$ cat config.mk
export PLATFORM = sky130hd
export DESIGN_NAME = enc_8to3_seq
export DESIGN_NICKNAME = d
export VERILOG_FILES = /design/src/rtl/enc_8to3_seq.sv
export SDC_FILE = /design/constraint.sdc
export NUM_CORES = 1
export LEC_CHECK = 0
export ABC_AREA = 1
export CORE_AREA = 2 2 47 49
export CTS_BUF_LIST = sky130_fd_sc_hd__clkbuf_16
export DETAILED_ROUTE_END_ITERATION = 8
export DIE_AREA = 0 0 49 51
export PLACE_DENSITY_LB_ADDON = 0.15
export SLEW_MARGIN = 20
export SYNTH_ARGS = -nofsm -noshare
export SYNTH_HDL_FRONTEND = slang
export SYNTH_SLANG_ARGS = --single-unit
export TNS_END_PERCENT = 50
$ cat constraint.sdc
create_clock -name clk -period 3.05 [get_ports clk]
set_clock_uncertainty 0.05 [all_clocks]
set_input_delay 0.305 -clock clk [delete_from_list [all_inputs] [get_ports clk]]
set_output_delay 0.305 -clock clk [all_outputs]
set_load 0.1 [all_outputs]
$ cat src/rtl/enc_8to3_seq.sv
// Sequential 8-to-3 priority encoder: captures a multi-hot vector and emits one set-bit index per transfer.
// Optional macro ENC_ZERO_ERR_EN adds an err pulse on a zero-vector load.
module enc_8to3_seq #(
    parameter bit MSB_FIRST = 1'b1
) (
    input  logic       clk,
    input  logic       rst_n,
    input  logic [7:0] l,
    input  logic       load,
    output logic [2:0] a,
    output logic       a_valid,
    input  logic       a_ready,
    output logic       last,
`ifdef ENC_ZERO_ERR_EN
    output logic       err,
`endif
    output logic       busy
);

    typedef enum logic {
        IDLE,
        EMIT
    } state_t;

    state_t     state;
    logic [7:0] pend;
    logic [7:0] pend_next;
    logic       xfer;

    function automatic logic [2:0] pick_index(input logic [7:0] v);
        logic [2:0] idx;
        idx = 3'd0;
        if (MSB_FIRST) begin
            for (int i = 0; i < 8; i++)
                if (v[i]) idx = 3'(i);
        end else begin
            for (int i = 7; i >= 0; i--)
                if (v[i]) idx = 3'(i);
        end
        return idx;
    endfunction

    function automatic logic single_bit(input logic [7:0] v);
        return (v != 8'd0) && ((v & (v - 8'd1)) == 8'd0);
    endfunction

    assign xfer      = a_valid && a_ready;
    assign pend_next = pend & ~(8'd1 << a);

    // a and last are precomputed for the value pend will hold, so every output is a flop.
    always_ff @(posedge clk or negedge rst_n) begin
        if (!rst_n) begin
            state   <= IDLE;
            pend    <= 8'd0;
            a       <= 3'd0;
            a_valid <= 1'b0;
            last    <= 1'b0;
            busy    <= 1'b0;
`ifdef ENC_ZERO_ERR_EN
            err     <= 1'b0;
`endif
        end else begin
`ifdef ENC_ZERO_ERR_EN
            err <= 1'b0;
`endif
            case (state)
                IDLE: begin
                    if (load && (l != 8'd0)) begin
                        state   <= EMIT;
                        pend    <= l;
                        a       <= pick_index(l);
                        last    <= single_bit(l);
                        a_valid <= 1'b1;
                        busy    <= 1'b1;
                    end
`ifdef ENC_ZERO_ERR_EN
                    else if (load) begin
                        err <= 1'b1;
                    end
`endif
                end
                EMIT: begin
                    if (xfer) begin
                        pend <= pend_next;
                        if (last) begin
                            state   <= IDLE;
                            a       <= 3'd0;
                            a_valid <= 1'b0;
                            last    <= 1'b0;
                            busy    <= 1'b0;
                        end else begin
                            a    <= pick_index(pend_next);
                            last <= single_bit(pend_next);
                        end
                    end
                end
                default: state <= IDLE;
            endcase
        end
    end

endmodule
==> flow_results.xml <==
<?xml version="1.0" encoding="UTF-8"?>
<metrics>
  <group name="worst_setup_path">
    <metric name="worst_setup_path_startpoint" unit="">state$_DFF_PN0_</metric>
    <metric name="ff2ff_setup_slack" unit="ns">1.31</metric>
    <metric name="timing.critical_path.arrival" unit="ns">1.85</metric>
    <metric name="type_of_destination_of_the_critical_path" unit="">flop</metric>
    <metric name="crit_type" unit="">reg2reg</metric>
    <metric name="worst_r2r_endpoint" unit="">last$_DFFE_PN0P_</metric>
    <metric name="worst_r2r_startpoint" unit="">state$_DFF_PN0_</metric>
    <metric name="timing.critical_path.required" unit="ns">3.16</metric>
    <metric name="r2r_cells" unit="">8</metric>
    <metric name="worst_setup_path_start_kind" unit="">flop</metric>
    <metric name="endpoint" unit="">last$_DFFE_PN0P_</metric>
    <metric name="worstPathMaxFanout" unit="">14</metric>
  </group>
  <group name="routing">
    <metric name="drt_pass1_iterations" unit="">4</metric>
    <metric name="drcViolationCount" unit="">0</metric>
    <metric name="drt_first_iter_violations" unit="">29</metric>
    <metric name="totalWireLength" unit="µm">2368</metric>
    <metric name="route.detailed.wl_per_inst" unit="µm">11.22</metric>
    <metric name="vias_per_cell" unit="">5.232</metric>
    <metric name="vias" unit="">1104</metric>
    <metric name="antenna_left" unit="">0</metric>
  </group>
  <group name="cts">
    <metric name="cts_tree" unit="">done</metric>
    <metric name="clk-insertion-delay-late" unit="ns">0.24</metric>
    <metric name="cts_setup_buffers" unit="">0</metric>
    <metric name="tritoncts.num_buffers" unit="">3</metric>
    <metric name="clk_buf_depth" unit="">2</metric>
    <metric name="holdBufCountCts" unit="">0</metric>
    <metric name="clock-sinks" unit="">14</metric>
    <metric name="htree_levels" unit="">1</metric>
    <metric name="cts.reportedPaths.clkPinSlew" unit="ns">0.05</metric>
    <metric name="clock_root_buffer" unit="">sky130_fd_sc_hd__clkbuf_16</metric>
    <metric name="cts_resized" unit="">0</metric>
  </group>
  <group name="placed_design">
    <metric name="routabilityCongestion" unit="">0.8791</metric>
    <metric name="io_buffer_count" unit="">17</metric>
    <metric name="place_worst_setup_slack" unit="ns">1.168</metric>
    <metric name="detailed_place_hpwl" unit="µm">1906</metric>
    <metric name="place_inst" unit="">207</metric>
  </group>
  <group name="sta">
    <metric name="fin_ws" unit="ns">1.312</metric>
    <metric name="slew_headroom" unit="%">57.27</metric>
    <metric name="timing.final.crit_period" unit="ns">1.738</metric>
    <metric name="post-route-period-util" unit="%">56.97</metric>
    <metric name="tightest_slew" unit="ns">0.6390</metric>
    <metric name="timing_hold_violations_final" unit="">0</metric>
    <metric name="setup_viol_count_final" unit="">0</metric>
    <metric name="timing.final.max_slew_violations" unit="">0</metric>
    <metric name="clock.fmax" unit="MHz">575.5</metric>
    <metric name="rsz0062_at_grt" unit="">no</metric>
    <metric name="final.hold.worst_slack" unit="ns">0.4109</metric>
    <metric name="totalNegativeSetupSlack" unit="ns">0</metric>
  </group>
  <group name="die">
    <metric name="dieHeight" unit="µm">51</metric>
    <metric name="fp.coreArea" unit="µm²">2063</metric>
    <metric name="die_area" unit="µm²">2499</metric>
    <metric name="design.portCount" unit="">18</metric>
    <metric name="placement_rows" unit="">17</metric>
    <metric name="die_x" unit="µm">49</metric>
    <metric name="initial_utilization" unit="%">50.15</metric>
  </group>
  <group name="grt">
    <metric name="grt_first_pass_wirelength" unit="µm">4119</metric>
    <metric name="pin_count_of_the_biggest_net_entering_global_routing" unit="">23</metric>
    <metric name="number_of_antenna_violations_at_the_first_check_in_global_routing" unit="">0</metric>
    <metric name="globalRouteTotalUtil" unit="%">21.36</metric>
    <metric name="grt_remaining_overflow" unit="">0</metric>
    <metric name="first_global_vias" unit="">976</metric>
  </group>
  <group name="final_layout">
    <metric name="register_area" unit="µm²">350.3</metric>
    <metric name="fillers" unit="">206</metric>
    <metric name="multi_input_comb_area" unit="µm²">580.6</metric>
    <metric name="post_route_non_filler_standard_cell_count" unit="">211</metric>
    <metric name="antenna_cells_inserted" unit="">0</metric>
    <metric name="flow.area_growth_from_synthesis" unit="%">23.22</metric>
    <metric name="final_layout_size_suffix_gt1_share" unit="%">9.836</metric>
    <metric name="design.final.nets" unit="">196</metric>
  </group>
  <group name="synthesis">
    <metric name="post_syn_instances" unit="">166</metric>
    <metric name="synth.yosys.seq_area_share" unit="%">33.86</metric>
    <metric name="syn-num-nets" unit="">178</metric>
    <metric name="yosys_register_bits" unit="">14</metric>
    <metric name="netlist_area" unit="µm²">1035</metric>
    <metric name="synthDistinctLibCells" unit="">19</metric>
    <metric name="synth-warning-count" unit="">0</metric>
    <metric name="synthesis.area_per_instance" unit="µm²">6.233</metric>
  </group>
  <group name="run_status">
    <metric name="status" unit="">finished, final reports clean</metric>
  </group>
  <group name="power_and_ir_drop">
    <metric name="p_leak" unit="nW">0.6463</metric>
    <metric name="finalPower" unit="W">0.001624</metric>
    <metric name="vdd_drop_max" unit="V">0.0009368</metric>
    <metric name="power.density" unit="nW/µm²">1274</metric>
  </group>
  <group name="run">
    <metric name="cap_violations" unit="">0</metric>
  </group>
  <group name="min_path">
    <metric name="min_path_type" unit="">in2async</metric>
  </group>
</metrics>
-- cells in the mapped netlist (all sizes together) --
library cell  instances  area [µm²]
nand3                13       77.58
o21ai                14       70.07
o211ai                2       15.01
or2                   1       6.260
buf                   4       28.78
nand2                60       242.7
a21oi                 7       35.03
inv                  20       75.07
dfrtp                14       350.3
nor2                 25       96.35
a31oi                 6       37.54
-- registers in the layout, summed over array words and instances, names as in the netlist --
register,count
state,1
last,1
busy,1
pend,8
a,3
-- report_power, final --
part	total, W	internal, W	leakage [nW]	switching (W)
registers	0.000393	0.000281	0.158	0.000113
clock network	0.000247	0.000173	0.0385	0.0000741
logic	0.000983	0.000269	0.450	0.000714
total	0.00162	0.000723	0.646	0.000901
-- through the flow --
| step | util (%) | area [µm²] |
|---|---|---|
| after CTS | 61.80 | 1275 |
| after floorplan | - | 1035 |
| after global routing | 61.80 | 1275 |
| after detailed placement | 57.97 | 1196 |
| after global placement | 57.97 | 1196 |
| final | 61.80 | 1275 |
-- worst min path at each step --
stage,startpoint,to,slack [ns],depth (start not counted)
after floorplan,rst_n,a[0]$_DFFE_PN0P_,-0.04,0
after global placement,pend[5]$_DFFE_PN0P_,pend[5]$_DFFE_PN0P_,0.46,2
after detailed placement,pend[6]$_DFFE_PN0P_,pend[6]$_DFFE_PN0P_,0.47,2
after CTS,rst_n,pend[0]$_DFFE_PN0P_,0.43,1
after global routing,rst_n,pend[1]$_DFFE_PN0P_,0.48,1
final,rst_n,pend[0]$_DFFE_PN0P_,0.41,1
-- area by class of cell --
type / instances / share of cell area (%)
flip-flops and latches: 14 / 27.48
inverters: 20 / 5.888
clock buffers: 3 / 5.888
clock inverters: 1 / 0.2944
multi-input cells: 128 / 45.53
well taps: 28 / 2.748
repair buffers: 17 / 12.17
-- worst max-delay path, stage by stage (launching register included) --
cell and delay (ns):
sky130_fd_sc_hd__dfrtp_1 0.59, sky130_fd_sc_hd__inv_2 0.19, sky130_fd_sc_hd__nor2_1 0.25, sky130_fd_sc_hd__o21ai_1 0.10, sky130_fd_sc_hd__nor2_1 0.12, sky130_fd_sc_hd__nand2_1 0.06, sky130_fd_sc_hd__nor2_1 0.09, sky130_fd_sc_hd__nand2_1 0.07
sky130_fd_sc_hd__a21oi_1 0.14
-- routing by layer --
| layer | vias up | track usage [%] | routed length, µm |
|---|---|---|---|
| met1 | 507 | 27.44 | 1107 |
| met5 | - | 0 | 0 |
| met4 | 0 | 8.571 | 45 |
| li1 | 566 | - | - |
| met2 | 25 | 36.76 | 1119 |
| met3 | 6 | 2.632 | 95 |
-- placed cells by master, fill, tap and decap left out, types with 3 or more instances in the layout --
cell	synthesis	routed
sky130_fd_sc_hd__clkbuf_16	0	3
sky130_fd_sc_hd__nor2_1	24	24
sky130_fd_sc_hd__nand2_2	4	4
sky130_fd_sc_hd__inv_1	18	18
sky130_fd_sc_hd__o21ai_0	12	12
sky130_fd_sc_hd__a31oi_1	6	6
sky130_fd_sc_hd__nand3_1	12	12
sky130_fd_sc_hd__buf_4	1	6
sky130_fd_sc_hd__nand2_1	55	55
sky130_fd_sc_hd__dfrtp_1	14	14
sky130_fd_sc_hd__a21oi_1	7	7
sky130_fd_sc_hd__clkdlybuf4s50_1	0	11
-- cell families after synthesis --
logic type	synth area share, %
simple gates	40.87
buf+inv	10.04
compound gates	15.24
flops	33.86
Note: power is estimated with default switching activity, not from simulation.
